==> src/rtl/alu_arbiter.sv <==
// Round-robin sequencer sharing one 32-bit ALU between two valid/ready requesters.
// Grants in IDLE, executes for one cycle, then holds a tagged response until consumed.

module alu #(
    parameter int unsigned W = 32
) (
    input  logic [2:0]   opsel,
    input  logic [W-1:0] a,
    input  logic [W-1:0] b,
    output logic [W-1:0] y,
    output logic         err
);

    localparam logic [2:0] OPSEL_NONE = 3'd0;
    localparam logic [2:0] OPSEL_AND  = 3'd1;
    localparam logic [2:0] OPSEL_OR   = 3'd2;
    localparam logic [2:0] OPSEL_XOR  = 3'd3;
    localparam logic [2:0] OPSEL_NEG  = 3'd4;
    localparam logic [2:0] OPSEL_ADD  = 3'd5;
    localparam logic [2:0] OPSEL_SUB  = 3'd6;

    always_comb begin
        y   = '0;
        err = 1'b0;
        case (opsel)
            OPSEL_AND: y = a & b;
            OPSEL_OR:  y = a | b;
            OPSEL_XOR: y = a ^ b;
            OPSEL_NEG: y = ~a;
            OPSEL_ADD: y = a + b;
            OPSEL_SUB: y = a - b;
            OPSEL_NONE: err = 1'b1;
            default:   err = 1'b1;
        endcase
    end

endmodule

module alu_arbiter #(
    parameter int unsigned W = 32
) (
    input  logic         clk,
    input  logic         rst_n,
    input  logic         req0_valid,
    output logic         req0_ready,
    input  logic [W-1:0] req0_a,
    input  logic [W-1:0] req0_b,
    input  logic [2:0]   req0_opsel,
    input  logic         req1_valid,
    output logic         req1_ready,
    input  logic [W-1:0] req1_a,
    input  logic [W-1:0] req1_b,
    input  logic [2:0]   req1_opsel,
    output logic         rsp_valid,
    input  logic         rsp_ready,
    output logic         rsp_id,
    output logic [W-1:0] rsp_result,
    output logic         rsp_err,
    output logic         busy
);

    localparam logic [1:0] ST_IDLE = 2'd0;
    localparam logic [1:0] ST_EXEC = 2'd1;
    localparam logic [1:0] ST_RESP = 2'd2;

    logic [1:0]   state;
    logic         last_grant;
    logic [W-1:0] lat_a;
    logic [W-1:0] lat_b;
    logic [2:0]   lat_opsel;
    logic         lat_id;

    logic         gnt0;
    logic         gnt1;
    logic [W-1:0] alu_y;
    logic         alu_err;

    logic         rsp_id_q;
    logic [W-1:0] rsp_result_q;
    logic         rsp_err_q;

    // On a tie the requester that did not win last time is granted.
    always_comb begin
        gnt0 = 1'b0;
        gnt1 = 1'b0;
        if (state == ST_IDLE) begin
            if (req0_valid && req1_valid) begin
                gnt0 = last_grant;
                gnt1 = ~last_grant;
            end else begin
                gnt0 = req0_valid;
                gnt1 = req1_valid;
            end
        end
    end

    assign req0_ready = gnt0;
    assign req1_ready = gnt1;

    alu #(
        .W(W)
    ) u_alu (
        .opsel(lat_opsel),
        .a    (lat_a),
        .b    (lat_b),
        .y    (alu_y),
        .err  (alu_err)
    );

    always_ff @(posedge clk or negedge rst_n) begin
        if (!rst_n) begin
            state        <= ST_IDLE;
            last_grant   <= 1'b1;
            lat_a        <= '0;
            lat_b        <= '0;
            lat_opsel    <= '0;
            lat_id       <= 1'b0;
            rsp_id_q     <= 1'b0;
            rsp_result_q <= '0;
            rsp_err_q    <= 1'b0;
        end else begin
            case (state)
                ST_IDLE: begin
                    if (gnt0 || gnt1) begin
                        lat_a      <= gnt1 ? req1_a : req0_a;
                        lat_b      <= gnt1 ? req1_b : req0_b;
                        lat_opsel  <= gnt1 ? req1_opsel : req0_opsel;
                        lat_id     <= gnt1;
                        last_grant <= gnt1;
                        state      <= ST_EXEC;
                    end
                end
                ST_EXEC: begin
                    rsp_id_q     <= lat_id;
                    rsp_err_q    <= alu_err;
                    rsp_result_q <= alu_err ? '0 : alu_y;
                    state        <= ST_RESP;
                end
                ST_RESP: begin
                    if (rsp_ready) begin
                        state <= ST_IDLE;
                    end
                end
                default: state <= ST_IDLE;
            endcase
        end
    end

    assign rsp_valid  = (state == ST_RESP);
    assign rsp_id     = rsp_id_q;
    assign rsp_result = rsp_result_q;
    assign rsp_err    = rsp_err_q;
    assign busy       = (state != ST_IDLE);

endmodule

==> config.mk <==
export PLATFORM = sky130hd
export DESIGN_NAME = alu_arbiter
export DESIGN_NICKNAME = d
export VERILOG_FILES = /design/src/rtl/alu_arbiter.sv
export SDC_FILE = /design/constraint.sdc
export NUM_CORES = 1
export LEC_CHECK = 0
export ABC_AREA = 1
export BUFFER_PORTS_ARGS = -buffer_cell sky130_fd_sc_hd__buf_2
export CORE_MARGIN = 8
export CORE_UTILIZATION = 52
export CTS_CLUSTER_SIZE = 10
export DETAILED_ROUTE_END_ITERATION = 6
export PLACE_DENSITY_LB_ADDON = 0.15
export SLEW_MARGIN = 40
export SYNTH_ARGS = -nofsm -noshare
export SYNTH_HDL_FRONTEND = slang
export SYNTH_SLANG_ARGS = --single-unit
export TNS_END_PERCENT = 1
==> constraint.sdc <==
create_clock -name clk -period 3.14 [get_ports clk]
set_clock_uncertainty 0.15 [all_clocks]
set_input_delay 0.157 -clock clk [delete_from_list [all_inputs] [get_ports clk]]
set_output_delay 0.157 -clock clk [all_outputs]
set_load 0.03 [all_outputs]
# Word-level counts from Yosys, hierarchy flattened
# Index checks and enable logic that the tools add are counted.
dict set report word_totals {
  elab_cells 46
  in_bits 139
  regBits 105
  out_inout_bits 38
}
dict set report op_classes {
  n_eq_ne 10
  n_mux 13
  bitwise 5
  add_sub_neg 2
  n_reduce_logical 7
}
# operator count
set ops {}
lappend ops {{$pmux 32 s6} 1}
lappend ops {{$mux 32} 3}
lappend ops {{$add 32x32->32} 1}
lappend ops {{$and 32x32->32} 1}
lappend ops {{$not 32->32} 1}
lappend ops {{$or 32x32->32} 1}
lappend ops {{$sub 32x32->32} 1}
lappend ops {{$xor 32x32->32} 1}
lappend ops {{$eq 3x3->1 const B} 3}
lappend ops {{$eq 3x2->1 const B} 2}
lappend ops {{$pmux 2 s3} 1}
lappend ops {{$reduce_or 6->1} 1}
lappend ops {{$mux 1} 5}
lappend ops {{$mux 2} 2}
lappend ops {{$ne 2x1->1 const B} 2}
lappend ops {{$reduce_and 2->1} 2}
lappend ops {{$eq 3x1->1 const B} 1}
lappend ops {{$mux 3} 1}
lappend ops {{$eq 2x1->1 const B} 1}
lappend ops {{$eq 2x2->1 const B} 1}
lappend ops {{$logic_not 2->1} 1}
lappend ops {{$reduce_bool 2->1} 1}
lappend ops {{$logic_and 1x1->1} 1}
lappend ops {{$logic_or 1x1->1} 1}
lappend ops {{$not 1->1} 1}

# Longest topological paths before layout
# Gate-level depths: netlist of run 1.
dict set report depth {
  ltp_word 6
  ltp_mapped 26
  mapped_depth_nobuf 26
}

# Hierarchy
# Synthesis of run 1 repeated with hierarchy kept, for this count alone.
dict set report hier_totals {
  cells_unflattened 1477
  hier_area_um2 9843.2
}
# module seq_area_each_um2 area_per_inst_um2 instances cells_per_inst
set by_module_without_submodules {}
lappend by_module_without_submodules {alu 0.0 5183.7 1 936}
lappend by_module_without_submodules {alu_arbiter 2628.8 4659.5 1 541}

# Worst setup path after synthesis of run 1
# Ideal clock, no wire load.
dict set report synth_path {
  path_type {flip-flop to flip-flop}
  startpoint {reg lat_b[0]}
  endpoint {reg rsp_result_q[31] (netlist: rsp_result[31])}
  setup_time_ns 0.117
  arrival_time_ns 2.693
  required_time_ns 2.873
  path_stages_with_launch 25
  slack_ns 0.180
  period_less_slack_ns 2.960
  n_path_buf 0
  cell_sequence {dfrtp_1 > inv_1 > ha_1 > nand3_2 > nor2_2 > nand2_2 > nor2_4 > a21oi_2 > a21oi_2 > nand2_1 > xor2_1 > ha_1 > nand2_1 > nor2_1 > nand2_1 > inv_1 > nand2_1 > nand2_1 > inv_1 > nand2_1 > nand2_1 > nand3_1 > nand2_1 > nand2_1 > nand2_1}
}
dict set report synth_between {
  elab_chain_cells 3
  elab_cells_between_ends 4
  cone_classes {2 x add/sub; 2 x mux}
}
# element line_no
set synth_rtl {}
lappend synth_rtl {{start, declared} 69} ;# logic [W-1:0] lat_b;
lappend synth_rtl {{start signal, assigned} 126} ;# lat_b <= gnt1 ? req1_b : req0_b;
lappend synth_rtl {{$sub 32x32->32 or $add 32x32->32 (tied branches)} {31, 30}}
lappend synth_rtl {{$pmux 32 s6 *} 25} ;# case (opsel)
lappend synth_rtl {{$mux 32 *} 136} ;# rsp_result_q <= alu_err ? '0 : alu_y;
lappend synth_rtl {{end signal, assigned} 136}
lappend synth_rtl {{end, declared} 79} ;# logic [W-1:0] rsp_result_q;
# Every way passes the cells marked *; elsewhere a longest branch is shown, timed or not.
# A chain may end at the register's enable or synchronous reset.

# Final worst setup path of run 1
dict set report layout_path {
  startpoint {reg lat_b[8]}
  endpoint {reg rsp_result_q[31] (netlist: rsp_result[31])}
}
# Same word-level chain as after synthesis.

==> results of run 1 <==
==> worst max-delay path: cells and delay by family (launching register included) <==
family / cells / cell delay, ns
flip-flops: 1 / 0.42
AND/OR/NAND/NOR: 16 / 1.50
buffers and inverters: 4 / 0.26
XOR/XNOR: 1 / 0.17
adder cells (fa/ha/maj): 1 / 0.40
AO/OA/AOI/OAI: 1 / 0.19
==> cells by family (layout without fill, tap and decap cells) <==
group | after synthesis | after routing
compound gates | 204 | 204
fa+ha+maj | 97 | 97
simple gates | 692 | 692
other cells | 0 | 1
flops | 105 | 105
buf+inv | 231 | 621
xor+xnor | 30 | 30
==> state kept, by name (all words and copies together), names as in the netlist <==
name / cells
rsp_id: 1
rsp_err: 1
state: 2
lat_a: 32
lat_id: 1
rsp_result: 32
lat_opsel: 3
lat_b: 32
last_grant: 1
==> through the flow <==
step                cells  area (µm²)
detailed placement   1813       11000
CTS                  1974       12800
global route         1978       13200
floorplan            1359        9270
global placement     1813       11000
finish               1979       13200
==> placed cells by master (no fill, tap or decap), types with 3 or more instances in the layout <==
cell           count
ha_1              81
xor2_1            28
ha_2               6
a21oi_1           22
nor2_2            16
o21ai_2            7
nor3_4             3
a21oi_2           13
nand2_4            3
nor2_1            54
nand3b_1           7
nand2_2           36
nor2_4             7
ha_4               9
o21ai_0           20
a21boi_0           4
or2_2              6
o211ai_1          68
buf_4            102
nand2_1          475
nand4_1            6
clkbuf_16          9
a221oi_1          21
nand3_1           56
nand3_2            7
dfrtp_1          104
nor3_2             4
buf_2            175
inv_2             12
o21ai_1            4
inv_1            174
dlygate4sd3_1    136
a21o_1             5
buf_12             4
o22ai_1           27
==> metal layers <==
metal	share of wire	global-route usage	vias up	wire length (µm)
met1	0.44	0.436	4977	15500
met3	0.089	0.0638	44	3130
met2	0.46	0.501	495	16000
met4	0.014	0.0586	0	496
met5	0	0	-	0
li1	-	-	5172	-
==> final cells by class <==
cell class / count / area share
diodes: 1 / 0.000189
flip-flops and latches: 105 / 0.199
clock inverters: 6 / 0.00653
clock buffers: 10 / 0.0173
inverters: 187 / 0.0532
multi-input cells: 1023 / 0.468
repair buffers: 418 / 0.234
well taps: 229 / 0.0217
==> what timing repair did <==
item | CTS | global route
buffers inserted | 9 | 4
pin swaps | 16 | 32
hold buffers | 136 | 0
hold endpoints to repair | 105 | 0
setup endpoints to repair | 16 | 61
resized for setup | 35 | 86
==> power by group <==
part	leakage (nW)	total, mW	switching, mW	internal (mW)
Clock	0.154	1.25	0.604	0.643
Combinational	5.51	14.3	8.40	5.86
Sequential	1.30	2.65	0.641	2.01
==> Yosys cell counts (all sizes together) <==
cell | instances | area, µm²
nand2 | 514 | 1960
a21o | 5 | 37.5
o21a | 2 | 15.0
o21ai | 31 | 159
nand3b | 7 | 52.6
a211oi | 1 | 7.51
dfstp | 1 | 26.3
ha | 96 | 1200
and2 | 2 | 12.5
o31ai | 3 | 22.5
a31oi | 2 | 12.5
nand3 | 64 | 335
nand4 | 8 | 62.6
clkbuf | 20 | 75.1
buf | 24 | 134
nor3 | 9 | 76.3
dfrtp | 104 | 2600
a221oi | 21 | 184
o22ai | 27 | 169
or2 | 9 | 56.3
a21boi | 5 | 37.5
nor2 | 77 | 309
o2111ai | 1 | 8.76
nor4 | 2 | 12.5
inv | 187 | 702
o21bai | 3 | 22.5
xor2 | 30 | 263
o211ai | 68 | 510
fa | 1 | 20.0
a21oi | 35 | 183
==> final timing paths <==
| check | startpoint | endpoint | slack (ns) | cells after the start |
|---|---|---|---|---|
| setup / recovery | lat_b[8] | rsp_result[31] | -0.03 | 23 |
| hold / removal | rst_n | rsp_result[10] | 0.15 | 2 |
| setup reg to reg | lat_b[8] | rsp_result[31] | -0.03 | 23 |
| hold reg to reg | rsp_result[21] | rsp_result[21] | 0.32 | 2 |
| max in group asynchronous | rst_n | last_grant | 1.88 | 3 |
| min in group clk | req0_valid | last_grant | 0.18 | 4 |
==> flow_results.xml, run 1 <==
<?xml version="1.0" encoding="UTF-8"?>
<metrics>
  <group name="power_and_ir_drop">
    <metric name="vdd_ir_drop_max" unit="mV">0.766</metric>
    <metric name="leakagePower" unit="nW">6.97</metric>
    <metric name="p_per_area" unit="nW/µm²">1370</metric>
    <metric name="p_total" unit="mW">18.2</metric>
  </group>
  <group name="finish">
    <metric name="nFillCells" unit="">1346</metric>
    <metric name="sequential_cell_area" unit="µm²">2630</metric>
    <metric name="final_layout_size_suffix_gt1_frac" unit="">0.250</metric>
    <metric name="fin_nets" unit="">1980</metric>
    <metric name="final_core_utilization" unit="">0.746</metric>
    <metric name="multiInputGateArea" unit="µm²">6200</metric>
    <metric name="area.growth.synth_to_final" unit="%">42.7</metric>
  </group>
  <group name="worst_setup_path">
    <metric name="crit_path_start_kind" unit="">flip-flop</metric>
    <metric name="critPathRequiredTime" unit="ns">3.25</metric>
    <metric name="path_common_cell" unit="">nand2_1</metric>
    <metric name="setup.worst_path.class" unit="">reg2reg</metric>
    <metric name="crit_chain" unit="">nor2_2 -&gt; nand2_2 -&gt; nor3_4 -&gt; nand4_4 -&gt; o21ai_2 -&gt; xor2_1 -&gt; inv_1 -&gt; ha_2 -&gt; nand2_2 -&gt; inv_1 -&gt; nand2_2 -&gt; nand2_2 -&gt; nand2_1 -&gt; nand2_1 -&gt; inv_1 -&gt; nand2_2 -&gt; inv_1 -&gt; nand2_1 -&gt; nand2_1 -&gt; nand3_1 -&gt; nand2_1 -&gt; nand2_1 -&gt; nand2_1</metric>
    <metric name="endpoint_kind" unit="">flip-flop</metric>
    <metric name="critical-path-max-stage-delay" unit="ns">0.42</metric>
    <metric name="crit_path_top_delay_cell" unit="">dfrtp_1</metric>
    <metric name="worstPathMaxFanout" unit="">6</metric>
    <metric name="arrival" unit="ns">3.29</metric>
  </group>
  <group name="cts">
    <metric name="cts_num_sinks" unit="">105</metric>
    <metric name="clk_path_buf_depth" unit="">2</metric>
    <metric name="cts_made_buffers" unit="">9</metric>
    <metric name="clkLatencyLatePin" unit="ns">0.37</metric>
    <metric name="htree_num_levels" unit="">3</metric>
    <metric name="clockRootBuffer" unit="">clkbuf_16</metric>
    <metric name="clk_pin_slew" unit="ns">0.08</metric>
    <metric name="tritoncts_clock_tree" unit="">done</metric>
  </group>
  <group name="outcome">
    <metric name="failing_checks" unit="">negative setup slack</metric>
    <metric name="status" unit="">finished, violations left</metric>
  </group>
  <group name="drt">
    <metric name="drt.antenna.violating_nets" unit="">0</metric>
    <metric name="first_pass_iters" unit="">5</metric>
    <metric name="average_wire_length_per_cell_after_detail_routing" unit="µm">17.8</metric>
    <metric name="number_of_drc_violations_after_detailed_routing_iteration_0" unit="">1022</metric>
    <metric name="viasPerCell" unit="">5.40</metric>
    <metric name="wl" unit="mm">35.1</metric>
    <metric name="vias" unit="">10688</metric>
    <metric name="drc" unit="">0</metric>
  </group>
  <group name="global_routing">
    <metric name="groute.usage.overall" unit="">0.315</metric>
    <metric name="antenna_found_initial" unit="">0</metric>
    <metric name="grt_pass1_vias" unit="">10588</metric>
    <metric name="grt_first_pass_wirelength" unit="mm">55.9</metric>
    <metric name="grt-ovfl-total" unit="">0</metric>
    <metric name="grt_max_degree" unit="">69</metric>
  </group>
  <group name="sta">
    <metric name="final_worst_hold_slack" unit="ns">0.155</metric>
    <metric name="max_clk_rate" unit="MHz">315</metric>
    <metric name="number_of_endpoints_with_negative_hold_slack_in_the_final_report" unit="">0</metric>
    <metric name="post_route_setup_tns" unit="ns">-0.112</metric>
    <metric name="period_minus_slack" unit="ns">3.17</metric>
    <metric name="timing.slew.headroom" unit="">0.456</metric>
    <metric name="post-route-period-util" unit="">1.01</metric>
    <metric name="max_slew.worst_pin.slew" unit="ns">0.816</metric>
    <metric name="layout_setup_ws" unit="ns">-0.0332</metric>
    <metric name="finalSetupViolations" unit="">4</metric>
    <metric name="slew_violations" unit="">0</metric>
    <metric name="grt_setup_unrepaired" unit="">true</metric>
  </group>
  <group name="place">
    <metric name="pre_cts_ws" unit="ns">-0.164</metric>
    <metric name="dpl.hpwl" unit="mm">25.2</metric>
    <metric name="place.gp.congestion" unit="">0.977</metric>
    <metric name="number_of_port_buffers" unit="">176</metric>
  </group>
  <group name="yosys">
    <metric name="post_synth_instance_area" unit="µm²">9270</metric>
    <metric name="muxShareOfSynthArea" unit="">0</metric>
    <metric name="synth_register_bits" unit="">105</metric>
    <metric name="ys.warnings.count" unit="">0</metric>
    <metric name="synth_top_family_by_area" unit="">simple AND/OR/NAND/NOR gates</metric>
    <metric name="synth_xor_area_frac" unit="">0.0283</metric>
    <metric name="synth.yosys.seq_area_share" unit="">0.284</metric>
    <metric name="synth_compound_gate_area_share" unit="">0.148</metric>
    <metric name="synthesis.instances" unit="">1359</metric>
    <metric name="synth_fa_ha_area_frac" unit="">0.132</metric>
    <metric name="synth_cell_type_count" unit="">46</metric>
    <metric name="mapped_nets" unit="">1595</metric>
    <metric name="synth_area_in_simple_gates" unit="">0.311</metric>
    <metric name="syn_area_per_cell" unit="µm²">6.82</metric>
  </group>
  <group name="floorplan">
    <metric name="design.core.area" unit="µm²">17700</metric>
    <metric name="die_w" unit="µm">150</metric>
    <metric name="io_pins" unit="">177</metric>
    <metric name="die_area" unit="µm²">22400</metric>
    <metric name="fp.dieH" unit="µm">150</metric>
    <metric name="core.rowCount" unit="">49</metric>
    <metric name="initial_core_util" unit="">0.523</metric>
  </group>
  <group name="job">
    <metric name="cap_viol_max_count" unit="">0</metric>
  </group>
  <group name="worst_hold_path">
    <metric name="holdCritPathClass" unit="">in2async</metric>
  </group>
</metrics>
Power figures use the tool's default switching activity.
==> inputs of run 2 (changes only) <==
Settings changed: REMOVE_ABC_BUFFERS set to 1.
==> run 2 against run 1 <==
The run still ends with negative setup slack left. Hold slack got worse by 0.074 ns. Die area did not move. Via count rose by 0.25%. Maximum frequency fell by 3.4%. Worst setup slack got worse by 0.11 ns. Global-route usage fell by 1.4 points. Utilization rose by 2.2 points. Critical path depth fell by 2.
==> flow_results.xml, run 2 (synthesis gave the netlist of run 1 again) <==
<?xml version="1.0" encoding="UTF-8"?>
<metrics>
  <group name="finish">
    <metric name="final_layout_size_suffix_gt1_frac" unit="">0.280</metric>
    <metric name="layout.cells.most_common" unit="">nand2_1</metric>
    <metric name="instances_no_fill" unit="">1993</metric>
    <metric name="antenna_cell_count" unit="">0</metric>
    <metric name="nFillCells" unit="">1318</metric>
    <metric name="fin_nets" unit="">1995</metric>
    <metric name="mostFrequentLayoutCells" unit="">459 x nand2_1, 175 x buf_2, 172 x inv_1</metric>
    <metric name="cell_area_after_layout" unit="µm²">13600</metric>
    <metric name="area.growth.synth_to_final" unit="%">46.8</metric>
    <metric name="final_core_utilization" unit="">0.768</metric>
  </group>
  <group name="sta">
    <metric name="max_clk_rate" unit="MHz">304</metric>
    <metric name="max_slew.worst_pin.slew" unit="ns">0.767</metric>
    <metric name="finalSetupViolations" unit="">11</metric>
    <metric name="timing.slew.headroom" unit="">0.488</metric>
    <metric name="post-route-period-util" unit="">1.05</metric>
    <metric name="period_minus_slack" unit="ns">3.29</metric>
    <metric name="number_of_endpoints_with_negative_hold_slack_in_the_final_report" unit="">0</metric>
    <metric name="layout_setup_ws" unit="ns">-0.145</metric>
    <metric name="final_worst_hold_slack" unit="ns">0.0813</metric>
    <metric name="slew_violations" unit="">0</metric>
    <metric name="grt_setup_unrepaired" unit="">true</metric>
  </group>
  <group name="drt">
    <metric name="vias" unit="">10715</metric>
    <metric name="viasPerCell" unit="">5.38</metric>
    <metric name="wl" unit="mm">33.9</metric>
    <metric name="number_of_drc_violations_after_detailed_routing_iteration_0" unit="">712</metric>
    <metric name="drt.antenna.violating_nets" unit="">0</metric>
    <metric name="average_wire_length_per_cell_after_detail_routing" unit="µm">17.0</metric>
    <metric name="first_pass_iters" unit="">6</metric>
    <metric name="drc" unit="">0</metric>
  </group>
  <group name="floorplan">
    <metric name="fp.dieH" unit="µm">150</metric>
    <metric name="die_area" unit="µm²">22400</metric>
    <metric name="initial_core_util" unit="">0.523</metric>
    <metric name="die_w" unit="µm">150</metric>
    <metric name="design.core.area" unit="µm²">17700</metric>
    <metric name="core.rowCount" unit="">49</metric>
    <metric name="io_pins" unit="">177</metric>
  </group>
  <group name="power_and_ir_drop">
    <metric name="p_per_area" unit="nW/µm²">1360</metric>
    <metric name="vdd_ir_drop_max" unit="mV">0.959</metric>
    <metric name="p_total" unit="mW">18.5</metric>
    <metric name="leakagePower" unit="nW">7.11</metric>
  </group>
  <group name="global_routing">
    <metric name="antenna_found_initial" unit="">0</metric>
    <metric name="groute.usage.overall" unit="">0.301</metric>
    <metric name="grt_max_degree" unit="">56</metric>
    <metric name="grt_pass1_vias" unit="">10703</metric>
    <metric name="grt_first_pass_wirelength" unit="mm">54.3</metric>
    <metric name="grt-ovfl-total" unit="">0</metric>
  </group>
  <group name="place">
    <metric name="dpl.hpwl" unit="mm">23.7</metric>
    <metric name="placement.cell_area" unit="µm²">11100</metric>
    <metric name="number_of_port_buffers" unit="">176</metric>
    <metric name="place.gp.congestion" unit="">0.932</metric>
    <metric name="placed_cells" unit="">1821</metric>
  </group>
  <group name="worst_setup_path">
    <metric name="worstPathMaxFanout" unit="">5</metric>
    <metric name="crit_path_start" unit="">lat_b[0]</metric>
    <metric name="crit_path_top_delay_cell" unit="">dfrtp_1</metric>
    <metric name="path_common_cell" unit="">nand2_1</metric>
    <metric name="critPathRequiredTime" unit="ns">3.24</metric>
    <metric name="critical_path.n_buffers_inverters" unit="">2</metric>
    <metric name="critical-path-max-stage-delay" unit="ns">0.40</metric>
    <metric name="r2r-start" unit="">lat_b[0]</metric>
    <metric name="crit_path_start_kind" unit="">flip-flop</metric>
    <metric name="cp_num_cells" unit="">21</metric>
    <metric name="reg2reg_setup_slack" unit="ns">-0.15</metric>
    <metric name="crit_family" unit="">simple AND/OR/NAND/NOR gates</metric>
    <metric name="timing.rr.end" unit="">rsp_result[29]</metric>
    <metric name="crit_chain" unit="">inv_2 -&gt; ha_4 -&gt; nand3_4 -&gt; nor2_4 -&gt; nand2_4 -&gt; nor2_4 -&gt; nand4_4 -&gt; o21ai_4 -&gt; nand2_2 -&gt; xor2_1 -&gt; ha_2 -&gt; nand2_4 -&gt; buf_4 -&gt; nor3_2 -&gt; a21oi_2 -&gt; nand2_1 -&gt; nand2_1 -&gt; nand3_1 -&gt; nand2_1 -&gt; nand2_1 -&gt; nand2_1</metric>
    <metric name="r2r.worst_path.cells" unit="">21</metric>
    <metric name="arrival" unit="ns">3.39</metric>
    <metric name="endpoint_kind" unit="">flip-flop</metric>
    <metric name="setup.worst_path.class" unit="">reg2reg</metric>
  </group>
  <group name="cts">
    <metric name="cts_num_sinks" unit="">105</metric>
    <metric name="clk_pin_slew" unit="ns">0.08</metric>
    <metric name="htree_num_levels" unit="">3</metric>
    <metric name="cts_made_buffers" unit="">9</metric>
    <metric name="clk_path_buf_depth" unit="">2</metric>
    <metric name="tritoncts_clock_tree" unit="">done</metric>
    <metric name="clockRootBuffer" unit="">clkbuf_16</metric>
    <metric name="clkLatencyLatePin" unit="ns">0.37</metric>
  </group>
  <group name="worst_hold_path">
    <metric name="holdCritPathClass" unit="">in2async</metric>
  </group>
  <group name="job">
    <metric name="cap_viol_max_count" unit="">0</metric>
  </group>
  <group name="outcome">
    <metric name="failing_checks" unit="">negative setup slack</metric>
    <metric name="status" unit="">finished, violations left</metric>
  </group>
</metrics>
run 2: layer usage:
layer  wire [µm]  track usage  vias up
met5           0            0        -
met2       15300        0.477      442
met1       15400        0.406     5018
met4         884        0.102        0
met3        2400       0.0523       67
li1            -            -     5188
run 2: what timing repair did:
action	in CTS	in global routing
setup buffers	11	9
pin swaps	34	53
gates resized for setup	70	105
endpoints found under the hold margin	172	0
hold buffers	136	0
setup endpoints to repair	20	26
run 2: cell type report:
cell class	count	area [µm²]	area share
multi-input combinational	1023	6430	0.472
tap	229	287	0.0210
timing repair buffer	433	3230	0.237
inverter	187	706	0.0518
clock buffer	10	239	0.0176
clock inverter	6	95.1	0.00698
sequential	105	2630	0.193
run 2: how the worst max path moves through the flow:
stage,end,slack [ns]
final,rsp_result[29],-0.15
after global placement,rsp_result[27],-0.23
after global routing,rsp_result[29],-0.34
after floorplan,rsp_result[27],0.15
after detailed placement,rsp_result[27],-0.34
after CTS,rsp_result[25],-0.07
run 2: where the power goes:
| group | switching [mW] | internal, mW | leakage (nW) |
|---|---|---|---|
| combinational | 8.37 | 6.20 | 5.65 |
| clock | 0.579 | 0.733 | 0.164 |
| sequential | 0.636 | 2.01 | 1.30 |
| total | 9.58 | 8.94 | 7.11 |
run 2: stage by stage:
step                TNS, ns  worst slack (ns)
detailed placement    -2.57            -0.336
CTS                  -0.568           -0.0724
floorplan                 0             0.152
finish               -0.540            -0.145
global route          -4.59            -0.341
global placement      -1.75            -0.231
